<file path="src/rtl/robot_pkg.sv">
// Shared definitions for the robot-game sequencer: state_display codes,
// number width and the driver controller state type.
package robot_pkg;

  localparam logic [1:0] ST_PARTIAL = 2'b01;
  localparam logic [1:0] ST_DONE    = 2'b10;
  localparam logic [1:0] ST_OVER    = 2'b11;

  localparam int NUM_W = 4;

  typedef enum logic [2:0] {
    IDLE,
    ISSUE,
    WAIT,
    DONE,
    FAIL
  } drv_state_t;

endpackage

</file>
<file path="src/rtl/sequence_driver_if.sv">
// Host/config and state_machine side signals of the sequence driver.
// master: the side that loads, starts and answers with state_display.
// slave : the sequence driver itself.
interface sequence_driver_if #(
  parameter int DEPTH = 6,
  parameter int NUM_W = robot_pkg::NUM_W
);
  localparam int AW = $clog2(DEPTH);

  logic                load_en;
  logic [AW-1:0]       load_addr;
  logic [NUM_W-1:0]    load_data;
  logic [AW:0]         seq_len;
  logic                start;
  logic                abort;
  logic [1:0]          state_display;
  logic [NUM_W-1:0]    number;
  logic                busy;
  logic                done;
  logic                game_over;
  logic [AW-1:0]       step_idx;

  modport master (
    output load_en, load_addr, load_data, seq_len, start, abort, state_display,
    input  number, busy, done, game_over, step_idx
  );

  modport slave (
    input  load_en, load_addr, load_data, seq_len, start, abort, state_display,
    output number, busy, done, game_over, step_idx
  );
endinterface

</file>
<file path="src/rtl/seq_mem.sv">
// Sequence storage: DEPTH x NUM_W register file, one write port and one
// combinational read port. Contents are deliberately not reset so a loaded
// sequence survives a reset of the controller.
module seq_mem #(
  parameter int DEPTH = 6,
  parameter int NUM_W = 4,
  parameter int AW    = $clog2(DEPTH)
) (
  input  logic             clock,
  input  logic             we,
  input  logic [AW-1:0]    waddr,
  input  logic [NUM_W-1:0] wdata,
  input  logic [AW-1:0]    raddr,
  output logic [NUM_W-1:0] rdata
);
  localparam int LW = AW + 1;

  logic [NUM_W-1:0] mem [DEPTH];

  // Write one entry; addresses beyond the last entry are dropped.
  always_ff @(posedge clock) begin
    if (we && ({1'b0, waddr} < LW'(DEPTH))) begin
      mem[waddr] <= wdata;
    end
  end

  assign rdata = ({1'b0, raddr} < LW'(DEPTH)) ? mem[raddr] : '0;

endmodule

</file>
<file path="src/rtl/sequence_driver.sv">
// Sequencer that replays a loaded number sequence onto state_machine.number,
// one entry every SETTLE+1 cycles, and stops on completion, game over, or
// when the requested length is exhausted.
module sequence_driver #(
  parameter int DEPTH  = 6,
  parameter int NUM_W  = robot_pkg::NUM_W,
  parameter int SETTLE = 1
) (
  input logic              clock,
  input logic              reset,
  sequence_driver_if.slave bus
);
  import robot_pkg::*;

  localparam int AW = $clog2(DEPTH);
  localparam int LW = AW + 1;
  localparam logic [AW-1:0] LAST_MAX   = AW'(DEPTH - 1);
  localparam logic [LW-1:0] DEPTH_L    = LW'(DEPTH);
  localparam logic [3:0]    SETTLE_CNT = 4'(SETTLE);

  drv_state_t       state_reg;
  logic [AW-1:0]    step_reg;
  logic [AW-1:0]    last_reg;
  logic [AW-1:0]    last_next;
  logic [3:0]       cnt_reg;
  logic [NUM_W-1:0] number_reg;
  logic [NUM_W-1:0] rd_data;
  logic             busy_reg;
  logic             done_reg;
  logic             over_reg;
  logic             mem_we;

  // Clamp the requested length (0 or oversize means full depth) to a last index.
  always_comb begin
    last_next = LAST_MAX;
    if (bus.seq_len != '0 && bus.seq_len <= DEPTH_L) begin
      last_next = AW'(bus.seq_len - LW'(1));
    end
  end

  // Memory is only writable while idle so it stays stable during playback.
  assign mem_we = bus.load_en && (state_reg == IDLE);

  seq_mem #(
    .DEPTH (DEPTH),
    .NUM_W (NUM_W),
    .AW    (AW)
  ) u_mem (
    .clock (clock),
    .we    (mem_we),
    .waddr (bus.load_addr),
    .wdata (bus.load_data),
    .raddr (step_reg),
    .rdata (rd_data)
  );

  // Controller: abort beats start, start beats the state_display sample.
  always_ff @(posedge clock or negedge reset) begin
    if (!reset) begin
      state_reg  <= IDLE;
      step_reg   <= '0;
      last_reg   <= '0;
      cnt_reg    <= '0;
      number_reg <= '0;
      busy_reg   <= 1'b0;
      done_reg   <= 1'b0;
      over_reg   <= 1'b0;
    end else if (bus.abort) begin
      state_reg  <= IDLE;
      step_reg   <= '0;
      cnt_reg    <= '0;
      number_reg <= '0;
      busy_reg   <= 1'b0;
      done_reg   <= 1'b0;
      over_reg   <= 1'b0;
    end else begin
      case (state_reg)
        IDLE, DONE, FAIL: begin
          if (bus.start) begin
            state_reg <= ISSUE;
            step_reg  <= '0;
            last_reg  <= last_next;
            busy_reg  <= 1'b1;
            done_reg  <= 1'b0;
            over_reg  <= 1'b0;
          end
        end
        ISSUE: begin
          number_reg <= rd_data;
          cnt_reg    <= SETTLE_CNT;
          state_reg  <= WAIT;
        end
        WAIT: begin
          if (cnt_reg > 4'd1) begin
            cnt_reg <= cnt_reg - 4'd1;
          end else begin
            cnt_reg <= '0;
            if (bus.state_display == ST_OVER) begin
              state_reg <= FAIL;
              over_reg  <= 1'b1;
              busy_reg  <= 1'b0;
            end else if (bus.state_display == ST_DONE || step_reg == last_reg) begin
              state_reg <= DONE;
              done_reg  <= 1'b1;
              busy_reg  <= 1'b0;
            end else begin
              step_reg  <= step_reg + AW'(1);
              state_reg <= ISSUE;
            end
          end
        end
        default: state_reg <= IDLE;
      endcase
    end
  end

  assign bus.number    = number_reg;
  assign bus.busy      = busy_reg;
  assign bus.done      = done_reg;
  assign bus.game_over = over_reg;
  assign bus.step_idx  = step_reg;

endmodule

</file>
<file path="src/flat_wrapper.sv">
// flat-port wrapper written by rule: the top's interface ports become plain ports
module sequence_driver_flat import robot_pkg::*;
#(
  parameter int DEPTH  = 6,
  parameter int NUM_W  = robot_pkg::NUM_W,
  parameter int SETTLE = 1
)
  (clock, reset, bus_load_en, bus_load_addr, bus_load_data, bus_seq_len, bus_start, bus_abort, bus_state_display, bus_number, bus_busy, bus_done, bus_game_over, bus_step_idx);
  sequence_driver_if #(.DEPTH(DEPTH), .NUM_W(NUM_W)) bus_i ();
  input logic clock;
  input logic reset;
  input wire logic [$bits(bus_i.load_en)-1:0] bus_load_en;
  input wire logic [$bits(bus_i.load_addr)-1:0] bus_load_addr;
  input wire logic [$bits(bus_i.load_data)-1:0] bus_load_data;
  input wire logic [$bits(bus_i.seq_len)-1:0] bus_seq_len;
  input wire logic [$bits(bus_i.start)-1:0] bus_start;
  input wire logic [$bits(bus_i.abort)-1:0] bus_abort;
  input wire logic [$bits(bus_i.state_display)-1:0] bus_state_display;
  output wire logic [$bits(bus_i.number)-1:0] bus_number;
  output wire logic [$bits(bus_i.busy)-1:0] bus_busy;
  output wire logic [$bits(bus_i.done)-1:0] bus_done;
  output wire logic [$bits(bus_i.game_over)-1:0] bus_game_over;
  output wire logic [$bits(bus_i.step_idx)-1:0] bus_step_idx;
  assign bus_i.load_en = bus_load_en;
  assign bus_i.load_addr = bus_load_addr;
  assign bus_i.load_data = bus_load_data;
  assign bus_i.seq_len = bus_seq_len;
  assign bus_i.start = bus_start;
  assign bus_i.abort = bus_abort;
  assign bus_i.state_display = bus_state_display;
  assign bus_number = bus_i.number;
  assign bus_busy = bus_i.busy;
  assign bus_done = bus_i.done;
  assign bus_game_over = bus_i.game_over;
  assign bus_step_idx = bus_i.step_idx;
  sequence_driver #(.DEPTH(DEPTH), .NUM_W(NUM_W), .SETTLE(SETTLE)) u_core (.clock(clock), .reset(reset), .bus(bus_i));
endmodule
</file>
<file path="config.mk">
export PLATFORM = sky130hd
export DESIGN_NAME = sequence_driver_flat
export DESIGN_NICKNAME = d
export VERILOG_FILES = /design/src/rtl/robot_pkg.sv /design/src/rtl/sequence_driver_if.sv /design/src/rtl/seq_mem.sv /design/src/rtl/sequence_driver.sv /design/src/flat_wrapper.sv
export SDC_FILE = /design/constraint.sdc
export NUM_CORES = 1
export LEC_CHECK = 0
export BUFFER_PORTS_ARGS = -buffer_cell sky130_fd_sc_hd__buf_4
export CORE_MARGIN = 2
export CORE_UTILIZATION = 51
export DETAILED_ROUTE_END_ITERATION = 16
export HOLD_SLACK_MARGIN = 0.02
export PLACE_DENSITY_LB_ADDON = 0.25
export SLEW_MARGIN = 20
export SYNTH_ARGS = -nofsm -noshare
export SYNTH_HDL_FRONTEND = slang
export SYNTH_HIERARCHICAL = 1
export SYNTH_SLANG_ARGS = --single-unit
</file>
<file path="constraint.sdc">
create_clock -name clock -period 1.9 [get_ports clock]
set_input_delay 0.19 -clock clock [delete_from_list [all_inputs] [get_ports clock]]
set_output_delay 0.19 -clock clock [all_outputs]
set_load 0.01 [all_outputs]
</file>
# Word level (Yosys, flattened, before mapping)
# Memories as Yosys holds them, arrays and structs flattened.
# Cells that the tools add are included.
[totals] reg_bits=20 ramBits=24 in_bits=18 output_inout_bits=10 word_cells=84 mem_count=1
[mem_list] name="u_core.u_mem.mem" words=6 width=4 read_ports=1 rd_clocked_by_memory_dff=0 write_ports=1 line_no="seq_mem.sv:18" text="logic [NUM_W-1:0] mem [DEPTH];"
[op_classes] addsub=3 magnitude_cmp=4 eq_ne=14 mux=37 bitwise=1 reduce_logical=16
[op_table] op="$mux 3" n=10
[op_table] op="$mux 4" n=5
[op_table] op="$mux 1" n=15
[op_table] op="$ne 3x3->1 const B" n=4
[op_table] op="$reduce_and 5->1" n=2
[op_table] op="$pmux 3 s3" n=1
[op_table] op="$pmux 4 s2" n=1
[op_table] op="$reduce_and 4->1" n=2
[op_table] op="$eq 3x2->1 const B" n=2
[op_table] op="$lt 3x3->1 const B" n=2
[op_table] op="$ne 3x2->1 const B" n=2
[op_table] op="$pmux 1 s2" n=3
[op_table] op="$pmux 3 s2" n=1
[op_table] op="$reduce_bool 3->1" n=2
[op_table] op="$eq 2x2->1 const B" n=2
[op_table] op="$gt 4x1->1 const B" n=1
[op_table] op="$le 4x3->1 const B" n=1
[op_table] op="$ne 4x2->1 const B" n=1
[op_table] op="$reduce_bool 4->1" n=1
[op_table] op="$sub 4x1->4 const B" n=1
[op_table] op="$add 3x1->3 const B" n=1
[op_table] op="$eq 3x1->1 const B" n=1
[op_table] op="$eq 3x3->1" n=1
[op_table] op="$eq 3x3->1 const B" n=1
[op_table] op="10 further kinds" n=12

# Depth between registers and ports, before layout
# Gate-level depths: netlist of run 1.
[depth] ltp_word=7 depth_mapped=7 mapped_depth_nobuf=6

# By module
# Netlist of run 1, hierarchy kept.
[modules_own_cells] mod="sequence_driver" n_inst=1 cells_per_inst=136 area_each_um2=1231.2 seq_area_each_um2=500.5
[modules_own_cells] mod="seq_mem" n_inst=1 cells_per_inst=56 area_each_um2=977.2 seq_area_each_um2=720.7

# Least setup slack after synthesis of run 1
# OpenSTA, ideal clock, no wires.
[synth_timing] path_type="register to register" from="register u_core.state_reg[1]" to="register u_core.last_reg[1]" setup_ns=0.125 arrival_time_ns=1.662 t_required_ns=1.775 setup_slack_ns=0.114 path_stages_with_launch=5 n_path_buf=1 synth_period_minus_slack_ns=1.786 path_cell_list="dfrtp_1 buf_2 or3b_2 a21oi_1 mux2_2"
[synth_between] elab_chain_len=3 word_cells_on_any_way=5 classes_between="2 x eq/ne; 3 x reduce/logical"
[synth_rtl] element="from (decl)" line_no="sequence_driver.sv:21" text="drv_state_t state_reg;"
[synth_rtl] element="from (signal assigned)" line_no="sequence_driver.sv:60" text="state_reg <= IDLE;"
[synth_rtl] element="from (signal assigned)" line_no="sequence_driver.sv:69" text="state_reg <= IDLE;"
[synth_rtl] element="from (signal assigned)" line_no="sequence_driver.sv:80" text="state_reg <= ISSUE;"
[synth_rtl] element="$eq 3x2->1 (tied with other cells)" line_no="sequence_driver.sv:77" text="case (state_reg)"
[synth_rtl] element="$reduce_or 3->1 (*)" line_no="sequence_driver.sv:77"
[synth_rtl] element="$reduce_and 3->1 (no source line) (*)"
[synth_rtl] element="to (signal assigned)" line_no="sequence_driver.sv:82" text="last_reg <= last_next;"
[synth_rtl] element="to (decl)" line_no="sequence_driver.sv:23" text="logic [AW-1:0] last_reg;"
# Every way passes the cells marked *; elsewhere a longest branch is shown, timed or not.
# A chain may end at the register's enable or synchronous reset.

# Worst setup path after layout of run 1
[layout_timing] from="register u_core.cnt_reg[0]" to="register u_core.step_reg[2], in the netlist u_core/bus.step_idx[2]"
[layout_between] elab_chain_len=3
[layout_rtl] element="from (decl)" line_no="sequence_driver.sv:25" text="logic [3:0] cnt_reg;"
[layout_rtl] element="from (signal assigned)" line_no="sequence_driver.sv:95" text="cnt_reg <= cnt_reg - 4'd1;"
[layout_rtl] element="$gt 4x1->1" line_no="sequence_driver.sv:94" text="if (cnt_reg > 4'd1) begin"
[layout_rtl] element="$ne 3x3->1 (no source line)"
[layout_rtl] element="$reduce_and 5->1 (no source line)"
[layout_rtl] element="to (signal assigned)" line_no="sequence_driver.sv:107" text="step_reg <= step_reg + AW'(1);"
[layout_rtl] element="to (decl)" line_no="sequence_driver.sv:22" text="logic [AW-1:0] step_reg;"
# Every way passes these cells.

==> key figures, run 1 <==
Clock tree
  • CTS root buf: clkbuf_8
  • H-tree depth: 2
  • Reg clk slew, reported paths: about 0.09 ns
  • CTS tree: done
  • Post-CTS setup buffer count: 0
  • Clock Latency Late Sink: about 0.30 ns
  • Clock Sinks: 44
  • Clock tree buffer depth: 2
  • Num CTS Buffers: 5

Power and ir drop
  • Sequential Power Share: 0.545
  • P_sw: around 510 uW
  • Int Pwr: around 1.5 mW
  • Maximum VDD drop: between 0.0004 and 0.0005 V
  • Final Power: between 1.5 and 2 mW
  • PwrDens: about 740 nW/um^2
  • Clock power frac: 0.308
  • Static leakage: around 1.1 nW
  • Sw frac: 0.2612
  • Logic pwr share: 0.147

Route
  • Met1 WL: 1912 um
  • Met3 WL: ~130 um
  • Via/cell ratio: ~5.7
  • Initial DRC count: 78
  • Met2 wire len: 2320 um
  • Total wire length: around 4400 um
  • Vias: roughly 1600
  • Drt wl/cell: about 16 um
  • DR pass1 iterations: 4
  • Highest routed layer: met4
  • # DRC: 0
  • Final ANT Viol Nets: 0

Yosys
  • Largest cells by area after synthesis: edfxtp_1 (33%), dfrtp_1 (23%), mux2i_1 (7.7%)
  • Most instantiated cells after synthesis: edfxtp_1 (24), dfrtp_1 (20), mux2i_1 (17)
  • Sequential share of the synthesized area: 0.5530
  • Mapped Area: 2208 sq um
  • Most common cell in the synthesized netlist: edfxtp_1
  • Syn Area/Cell: 11.50 sq um
  • Syn Inst Count: ~190
  • Yosys reg bits: 44
  • Syn nets: about 220
  • Post-synth ARST share: 0.4545
  • Post-synth EDFFs: 24
  • Ys Warns: 6
  • Netlist cell types: 46
  • Ys flop type: edfxtp_1
  • Top cell type by total area after synthesis: edfxtp_1
  • Yosys top cell area share: 0.3263

Die
  • Die width: between 60 and 70 um
  • Die Span Y: ~70 um
  • I/O pin count: 28
  • Row count: 23
  • Core area: between 4000 and 5000 sq um
  • Starting Density: 0.5404
  • Die ar.: approximately 5000 sq um

GRT
  • Initial antenna violation count: 0
  • GRT overflow: 0
  • Largest net degree at the start of global routing: 21
  • Vias in the first global route: approximately 1700
  • First-pass GRT wire length: between 7000 and 8000 um
  • GR Util All Layers: 0.1951

Timing
  • Final-report hold violation count: 0
  • Worst slew pin tran: between 0.4 and 0.5 ns
  • Slew Limit Fails: 0
  • Tmin final: ~1.8 ns
  • Setup violators final: 0
  • Max_slew headroom: 0.6678
  • Final TNS setup: 0 ns
  • Final worst-path cycle share: 0.9397
  • Fmax: approximately 560 MHz
  • RSZ-0062 raised after global routing: no
  • Clock skew: 0.007870 ns
  • Hold_ws: 0.1069 ns

Placement
  • Placer Congestion: 0.8292
  • Detailed Place HPWL: 3406 um
  • Port Buf Inserts: 27
  • Post-DP Area: 2535 sq um

Worst setup path
  • Crit path max fanout: 6
  • Critical Path AT: between 2 and 2.5 ns
  • Startpoint types: register
  • Critical Path End Type: register
  • CP Class: reg2reg
  • Required time worst endpoint: 2.13 ns

Layout
  • Final Core Density: 0.6464
  • Final instance area: around 2600 sq um
  • Share of cells above drive strength 1: 0.2468
  • Fin nets: 257
  • P&R area growth vs syn: 19.60%
  • Antenna diodes: 0
  • Max reg flops: 24

Status
  • Status: completed

Worst hold path
  • Worst Hold Class: in2reg

Run
  • Maxcap violations: 0
-- timing repair --
item	4_1_cts	5_1_grt
endpoints found under the setup margin	0	1
hold buffers	1	0
endpoints found under the hold margin	20	0
gates resized for setup	0	1
-- metal layers --
| metal | vias to the layer above | global-route usage |
|---|---|---|
| met5 | - | 0 |
| met4 | 0 | 0.09188 |
| met3 | 9 | 0.03924 |
| met2 | 33 | 0.3513 |
| met1 | 792 | 0.2193 |
| li1 | 795 | - |
-- final timing paths --
| check | from | endpoint | slack [ns] | cells past startpoint |
|---|---|---|---|---|
| worst max-delay path | u_core/cnt_reg[0] | u_core/bus.step_idx[2] | 0.11 | 6 |
| worst min-delay path | bus_load_data[1] | u_core/u_mem/mem[3][1] | 0.11 | 1 |
| worst max register to register | u_core/cnt_reg[0] | u_core/bus.step_idx[2] | 0.11 | 6 |
| worst min register to register | u_core/bus.busy | u_core/bus.busy | 0.49 | 1 |
| max in group asynchronous | reset | u_core/cnt_reg[0] | 1.37 | 2 |
| min in group asynchronous | reset | u_core/bus.step_idx[1] | 0.29 | 2 |
-- power groups by stage --
stage                     logic (mW)  registers (mW)  clock network (mW)
after floorplan                0.168            1.09                   0
after global placement         0.276            1.09                   0
after detailed placement       0.286            1.09                   0
after CTS                      0.289            1.07               0.623
after global routing           0.323            1.08               0.662
final                          0.288            1.07               0.606
-- cell usage in the layout (no fill, tap or decap), types with 2 or more instances in the layout --
cell type,instances
a211oi_1,2
a21oi_1,9
a22oi_1,2
and3_1,2
buf_4,41
clkbuf_8,5
dfrtp_1,19
edfxtp_1,24
ha_1,5
inv_1,11
inv_6,2
mux2i_1,17
nand2_1,10
nand2b_1,4
nand3_1,3
nor2_1,16
nor2b_1,3
nor3_1,7
nor3b_1,2
o21ai_0,7
o221ai_1,4
o22ai_1,2
o31ai_1,3
o32ai_1,2
or2_2,3
or3_1,4
xor2_1,4
-- metrics by stage --
stage	cells	setup slack [ns]
2_1_floorplan	192	0.1136
3_3_place_gp	276	0.2057
3_5_place_dp	276	0.1267
4_1_cts	285	0.1109
5_1_grt	285	0.006255
6_report	285	0.1145
-- final cells by class --
type | instances | area (sq um)
multi-input cells | 130 | 902.1
repair buffers | 42 | 317.8
flip-flops and latches | 44 | 1222
fillers | 342 | 1445
inverters | 11 | 41.29
clock buffers | 5 | 68.82
clock inverters | 3 | 26.28
well taps | 50 | 62.56
-- critical path: stages, from the launching register on --
cell	delay, ns
dfrtp_2	0.44
inv_1	0.07
ha_1	0.20
or2_2	0.19
nand2_1	0.09
or4_4	0.53
o22ai_1	0.19
-- kinds of logic (layout without fill, tap and decap cells) --
logic type / Yosys count / in the layout / share of synthesized area
simple gates: 66 / 66 / 0.1683
fa+ha+maj: 5 / 5 / 0.02833
buf+inv: 18 / 61 / 0.03853
xor+xnor: 4 / 4 / 0.01586
compound gates: 37 / 37 / 0.1139
flops: 44 / 44 / 0.5530
mux: 18 / 18 / 0.08215
Power figures use the tool's default switching activity.
==> run 2, diff against run 1 <==
- ABC_AREA: not set -> 1
- CORE_UTILIZATION: 51 -> 52
==> run 2 against run 1 <==
Flip-flop and latch count did not move. Utilization shrank 1.3 points. Largest power group unchanged. Critical endpoint is now u_core/u_mem/mem[0][1]. Global-route usage down 0.39 points. Combinational power rose to 4.0 times the previous value.
==> key figures, run 2 <==
Clock tree
  • Clock Sinks: between 40 and 50
  • CTS tree: done
  • H-tree depth: 2
  • Clock Latency Late Sink: 0.30 ns
  • CTS root buf: clkbuf_8
  • Reg clk slew, reported paths: roughly 0.09 ns
  • Num CTS Buffers: 5
  • Clock tree buffer depth: 2
  • Post-CTS setup buffer count: 0

Timing
  • RSZ-0062 raised after global routing: no
  • Clock skew: ~0.0054 ns
  • Final worst-path cycle share: 0.8372
  • Max_slew headroom: 0.7335
  • Fmax: between 600 and 700 MHz
  • Final TNS setup: 0 ns
  • Tmin final: about 1.6 ns
  • Worst slew pin tran: around 0.4 ns
  • Setup violators final: 0
  • Final-report hold violation count: 0
  • Slew Limit Fails: 0

Yosys
  • Netlist cell types: 33
  • Yosys reg bits: between 40 and 50
  • Yosys top cell area share: 0.3019
  • Largest cells by area after synthesis: edfxtp_1 (30%), dfrtp_1 (21%), nand2_1 (12%)
  • Post-synth EDFFs: 24
  • Syn Inst Count: approximately 270
  • Ys Warns: 6
  • Post-synth ARST share: 0.4545
  • Ys flop type: edfxtp_1
  • Most common cell in the synthesized netlist: nand2_1
  • Top cell type by total area after synthesis: edfxtp_1
  • Syn nets: between 200 and 300
  • Syn Area/Cell: around 8.9 sq um
  • Most instantiated cells after synthesis: nand2_1 (77), inv_1 (38), edfxtp_1 (24), nand3_1 (24), dfrtp_1 (20)
  • Sequential share of the synthesized area: 0.5115
  • Mapped Area: around 2400 sq um

Route
  • Met2 wire len: about 1900 um
  • DR pass1 iterations: 4
  • Initial DRC count: between 80 and 90
  • # DRC: 0
  • Drt wl/cell: between 10 and 15 um
  • Highest routed layer: met4
  • Met1 WL: approximately 2100 um
  • Vias: 1785
  • Total wire length: between 4000 and 5000 um
  • Final ANT Viol Nets: 0
  • Via/cell ratio: 5.000
  • Met3 WL: roughly 280 um

Worst hold path
  • Worst Hold Class: in2reg
  • Hold Path Depth: 1

Layout
  • Commonest non-fill, non-tap cell in the layout: nand2_1
  • Fin nets: 327
  • Storage cell area: 1221 sq um
  • P&R area growth vs syn: 16.30%
  • Max reg flops: 24
  • Filler Cell Count: between 300 and 400
  • Commonest non-fill, non-tap cells in the layout: nand2_1 (77), inv_1 (38), buf_4 (31)
  • Multi-input logic area: 950.9 sq um
  • Antenna diodes: 0
  • Share of cells above drive strength 1: 0.2262

Placement
  • Placer Congestion: approximately 0.80
  • Port Buf Inserts: 27
  • Detailed Place HPWL: 3294 um

Die
  • Core area: around 4400 sq um
  • Row count: 24
  • Die width: slightly above 70 um
  • I/O pin count: 28
  • Die ar.: 5149 sq um
  • Starting Density: 0.5445
  • Die Span Y: 71.76 um

Worst setup path
  • Crit path cell chain: nor2_2 -> clkinv_1 -> nor2_1 -> nand2_1 -> nor2_1
  • Family with the most delay on the worst path: simple AND/OR/NAND/NOR gates
  • Max incr delay on CP: around 0.40 ns
  • Required time worst endpoint: between 1.5 and 2 ns
  • Most frequent CP cell: nor2_1
  • Crit path max fanout: 4
  • CP Class: reg2reg
  • Bufs and invs on worst path: 1
  • Crit-path slowest cell: dfrtp_1
  • FF-to-FF setup slack: around 0.31 ns
  • Critical Path AT: between 1.5 and 2 ns
  • R2R cell count: 5
  • Startpoint types: register
  • Critical Path End Type: register
  • Instance count on the critical path: 5

Status
  • Status: completed

Power and ir drop
  • Final Power: 3.130 mW
  • Static leakage: about 1.4 nW
  • Maximum VDD drop: 0.0006436 V
  • PwrDens: 1127 nW/um^2

GRT
  • GR Util All Layers: 0.1912
  • Initial antenna violation count: 0
  • Vias in the first global route: 1651
  • GRT overflow: 0
  • First-pass GRT wire length: 7452 um
  • Largest net degree at the start of global routing: 21

Run
  • Maxcap violations: 0
-- run 2: cell count changes in the layout (fill, tap and decap cells not counted), sizes merged, moves of 5 or more --
cell and change:
nand2 +74, inv +34, nand3 +25, mux2i -17
buf -10, a21oi -7, o211ai +6, nor2 +5
o21ai +5
-- run 2: final cells by class --
cell class | count | share of cell area
Tap cell | 52 | 0.02343
Multi-Input combinational cell | 173 | 0.3425
Inverter | 48 | 0.06534
Clock inverter | 3 | 0.01667
Clock buffer | 5 | 0.02479
Timing Repair Buffer | 32 | 0.08743
Sequential cell | 44 | 0.4398
-- run 2: logic make-up after synthesis --
family,count (synthesis),share of synthesized area
AOI/OAI and AO/OA,21,0.05556
DFF,44,0.5115
xor gates and xnor gates,2,0.007339
buffers and inverters,52,0.09014
and+or+nand+nor,145,0.3092
adders and majority gates,5,0.02621
-- run 2: worst paths after layout --
kind | startpoint | endpoint
setup / recovery | u_core/state_reg[0] | u_core/u_mem/mem[0][1]
hold / removal | bus_load_data[3] | u_core/u_mem/mem[3][3]
setup reg to reg | u_core/state_reg[0] | u_core/u_mem/mem[0][1]
hold reg to reg | u_core/bus.busy | u_core/bus.busy
max in group asynchronous | reset | u_core/bus.busy
min in group asynchronous | reset | u_core/cnt_reg[3]
-- run 2: power breakdown --
group          total [mW]  internal, mW  switching (mW)
clock network       0.736         0.396           0.340
registers            1.26          1.16           0.100
logic                1.14         0.437           0.700
total                3.13          1.99            1.14
-- run 2: worst register-to-register path, delay by kind of cell (launching register included) --
family,cells,cell delay (ns)
buffers and inverters,1,0.10
and+or+nand+nor,4,0.76
DFF,1,0.40
-- run 2: per-layer routing --
layer | track usage | vias to the layer above
met5 | 0 | -
met4 | 0.08176 | 0
met3 | 0.04923 | 5
met2 | 0.2881 | 50
met1 | 0.2635 | 810
li1 | - | 920
-- run 2: through the flow --
step / std cells / area [sq um] / setup WS [ns] / hold WS (ns) / utilization
after CTS: 357 / 2776 / 0.3041 / 0.09547 / 0.6333
after global placement: 348 / 2651 / 0.3945 / 0.08554 / 0.6047
after global routing: 357 / 2776 / 0.2224 / 0.09822 / 0.6333
final: 357 / 2776 / 0.3092 / 0.1091 / 0.6333
after floorplan: 269 / 2387 / 0.4246 / -0.1056 / -
after detailed placement: 348 / 2651 / 0.3203 / 0.08747 / 0.6047
-- run 2: timing repair --
| item | in CTS | in global routing |
|---|---|---|
| resized for setup | 0 | 0 |
| hold buffers | 1 | 0 |
| hold endpoints to repair | 20 | 0 |
| setup endpoints to repair | 0 | 0 |
==> run 3, diff against run 2 <==
- CORE_UTILIZATION: 52 -> 58
- clock period: 1.9 -> 1.6 ns (I/O delays scaled with it)
==> run 3 against run 2 <==
Critical path type unchanged. Critical endpoint is now u_core/u_mem/mem[2][2]. Final cell count unchanged. Largest power group unchanged. Clock skew grew 0.0028 ns. Largest cell class unchanged. Via count is 1.1% lower. Die area is 9.8% lower.
==> key figures, run 3 (same netlist as run 2, synthesis figures left out) <==
Timing
  • Tmin final: around 1.6 ns
  • RSZ-0062 raised after global routing: yes
  • Slew Limit Fails: 0
  • Worst Slack Setup Final: 0.02305 ns
  • Clock skew: 0.008189 ns
  • Setup violators final: 0
  • Fmax: about 630 MHz
  • Max_slew headroom: 0.7647
  • Final TNS setup: 0 ns
  • Worst slew pin tran: around 0.35 ns
  • Final worst-path cycle share: 0.9856
  • Final-report hold violation count: 0

Worst setup path
  • CP Capture Point: u_core/u_mem/mem[2][2]
  • Required time worst endpoint: between 1.5 and 2 ns
  • Critical R2R Launch: u_core/state_reg[0]
  • Critical Path AT: between 1.5 and 2 ns
  • Startpoint types: register
  • Crit-path slowest cell: dfrtp_1
  • Critical path startpoint: u_core/state_reg[0]
  • Crit path cell chain: nor2_2 -> clkinv_1 -> nor2_1 -> nand2_1 -> nor2_1
  • FF-to-FF setup slack: roughly 0.023 ns
  • Reg-to-Reg End: u_core/u_mem/mem[2][2]
  • Crit path max fanout: 4
  • CP Class: reg2reg
  • Max incr delay on CP: roughly 0.39 ns
  • Most frequent CP cell: nor2_1
  • Critical Path End Type: register
  • R2R cell count: 5

Route
  • Initial DRC count: roughly 160
  • # DRC: 0
  • Final ANT Viol Nets: 0
  • Drt wl/cell: approximately 12 um
  • Via/cell ratio: ~4.9
  • Vias: between 1500 and 2000
  • Total wire length: around 4200 um
  • DR pass1 iterations: 4

Clock tree
  • Num CTS Buffers: 5
  • Clock tree buffer depth: 2
  • Clock Latency Late Sink: between 0.2 and 0.3 ns
  • H-tree depth: 2
  • CTS tree: done
  • Reg clk slew, reported paths: ~0.08 ns
  • CTS root buf: clkbuf_8
  • Clock Sinks: 44

Layout
  • Commonest non-fill, non-tap cell in the layout: nand2_1
  • P&R area growth vs syn: 15.88%
  • Max reg flops: 24
  • Commonest non-fill, non-tap cells in the layout: nand2_1 (77), inv_1 (38), buf_4 (33)
  • Multi-input logic area: 960.9 sq um
  • Fin nets: between 300 and 400
  • Share of cells above drive strength 1: 0.2410
  • Antenna diodes: 0
  • Filler Cell Count: about 320
  • Storage cell area: 1221 sq um
  • Final Core Density: 0.6966

Placement
  • Detailed Place HPWL: between 3000 and 4000 um
  • Port Buf Inserts: 27
  • Setup Slack @ Placement: just over 0.03 ns
  • Placer Congestion: 0.8359

GRT
  • Vias in the first global route: 1544
  • GR Util All Layers: 0.1980
  • Largest net degree at the start of global routing: 21
  • First-pass GRT wire length: 6637 um
  • Initial antenna violation count: 0
  • GRT overflow: 0

Die
  • Core area: roughly 4000 sq um
  • Row count: 23
  • Die ar.: 4645 sq um
  • Die width: just under 70 um
  • Die Span Y: 68.16 um
  • I/O pin count: 28
  • Starting Density: 0.6011

Power and ir drop
  • PwrDens: about 1300 nW/um^2
  • Static leakage: between 1 and 1.5 nW
  • Maximum VDD drop: roughly 0.00075 V

Worst hold path
  • Hold Path Depth: 1
  • Worst Hold Class: in2reg

Run
  • Maxcap violations: 0

Status
  • Status: completed
==> run 3: cell types whose count changed in the layout (fill, tap and decap cells not counted) <==
cell,delta
inv_6,-1
nor2_1,-3
bufinv_16,-1
buf_4,+2
clkinv_1,+1
ha_2,+1
ha_1,-1
clkinv_2,+2
nor2_2,+3
clkinvlp_4,-1
==> run 3: how the worst min path moves through the flow <==
stage                          start                      to  slack, ns
floorplan                      reset         u_core/bus.busy      -0.14
global placement               reset       u_core/cnt_reg[2]       0.06
detailed placement             reset       u_core/cnt_reg[1]       0.06
CTS                 bus_load_data[2]  u_core/u_mem/mem[2][2]        0.1
global route        bus_load_data[2]  u_core/u_mem/mem[2][2]       0.09
finish              bus_load_data[1]  u_core/u_mem/mem[2][1]       0.11
==> run 3: repair_timing <==
| item | in CTS | in global routing |
|---|---|---|
| hold buffers | 1 | 0 |
| gates resized for setup | 0 | 4 |
| setup endpoints to repair | 0 | 30 |
| hold endpoints to repair | 20 | 0 |
| buffers inserted | 0 | 2 |
==> run 3: layout make-up <==
type / instances / share of cell area
clock inverters: 3 / 0.004975
multi-input cells: 173 / 0.3474
flip-flops and latches: 44 / 0.4414
repair buffers: 34 / 0.09317
well taps: 50 / 0.02261
clock buffers: 5 / 0.02488
inverters: 48 / 0.06558
==> run 3: worst max-delay path: cells and delay by family (launching register included) <==
kind / cells / cell delay, ns
and+or+nand+nor: 4 / 0.74
DFF: 1 / 0.39
buffers and inverters: 1 / 0.11
==> run 3: per-layer routing <==
layer,vias to the layer above,global-route usage,share of wire
li1,926,-,-
met1,810,0.2350,0.44
met2,27,0.3398,0.52
met3,2,0.03947,0.035
met4,0,0.1000,0.0026
met5,-,0,0
==> run 3: where the power goes <==
group          total (mW)  internal [mW]  leakage [nW]  switching [mW]
logic                1.38          0.538         0.837           0.840
clock network       0.641          0.296        0.0453           0.345
registers            1.49           1.37         0.484           0.112
total                3.51           2.21          1.37            1.30
==> run 3: metrics by stage <==
stage / hold slack (ns) / instances / power, mW / cell area, sq um
2_1_floorplan: -0.1356 / 269 / 2.512 / 2387
3_3_place_gp: 0.05842 / 346 / 2.832 / 2649
3_5_place_dp: 0.05790 / 346 / 2.865 / 2649
4_1_cts: 0.09535 / 355 / 3.507 / 2741
5_1_grt: 0.09215 / 357 / 3.767 / 2766
6_report: 0.1065 / 357 / 3.506 / 2766
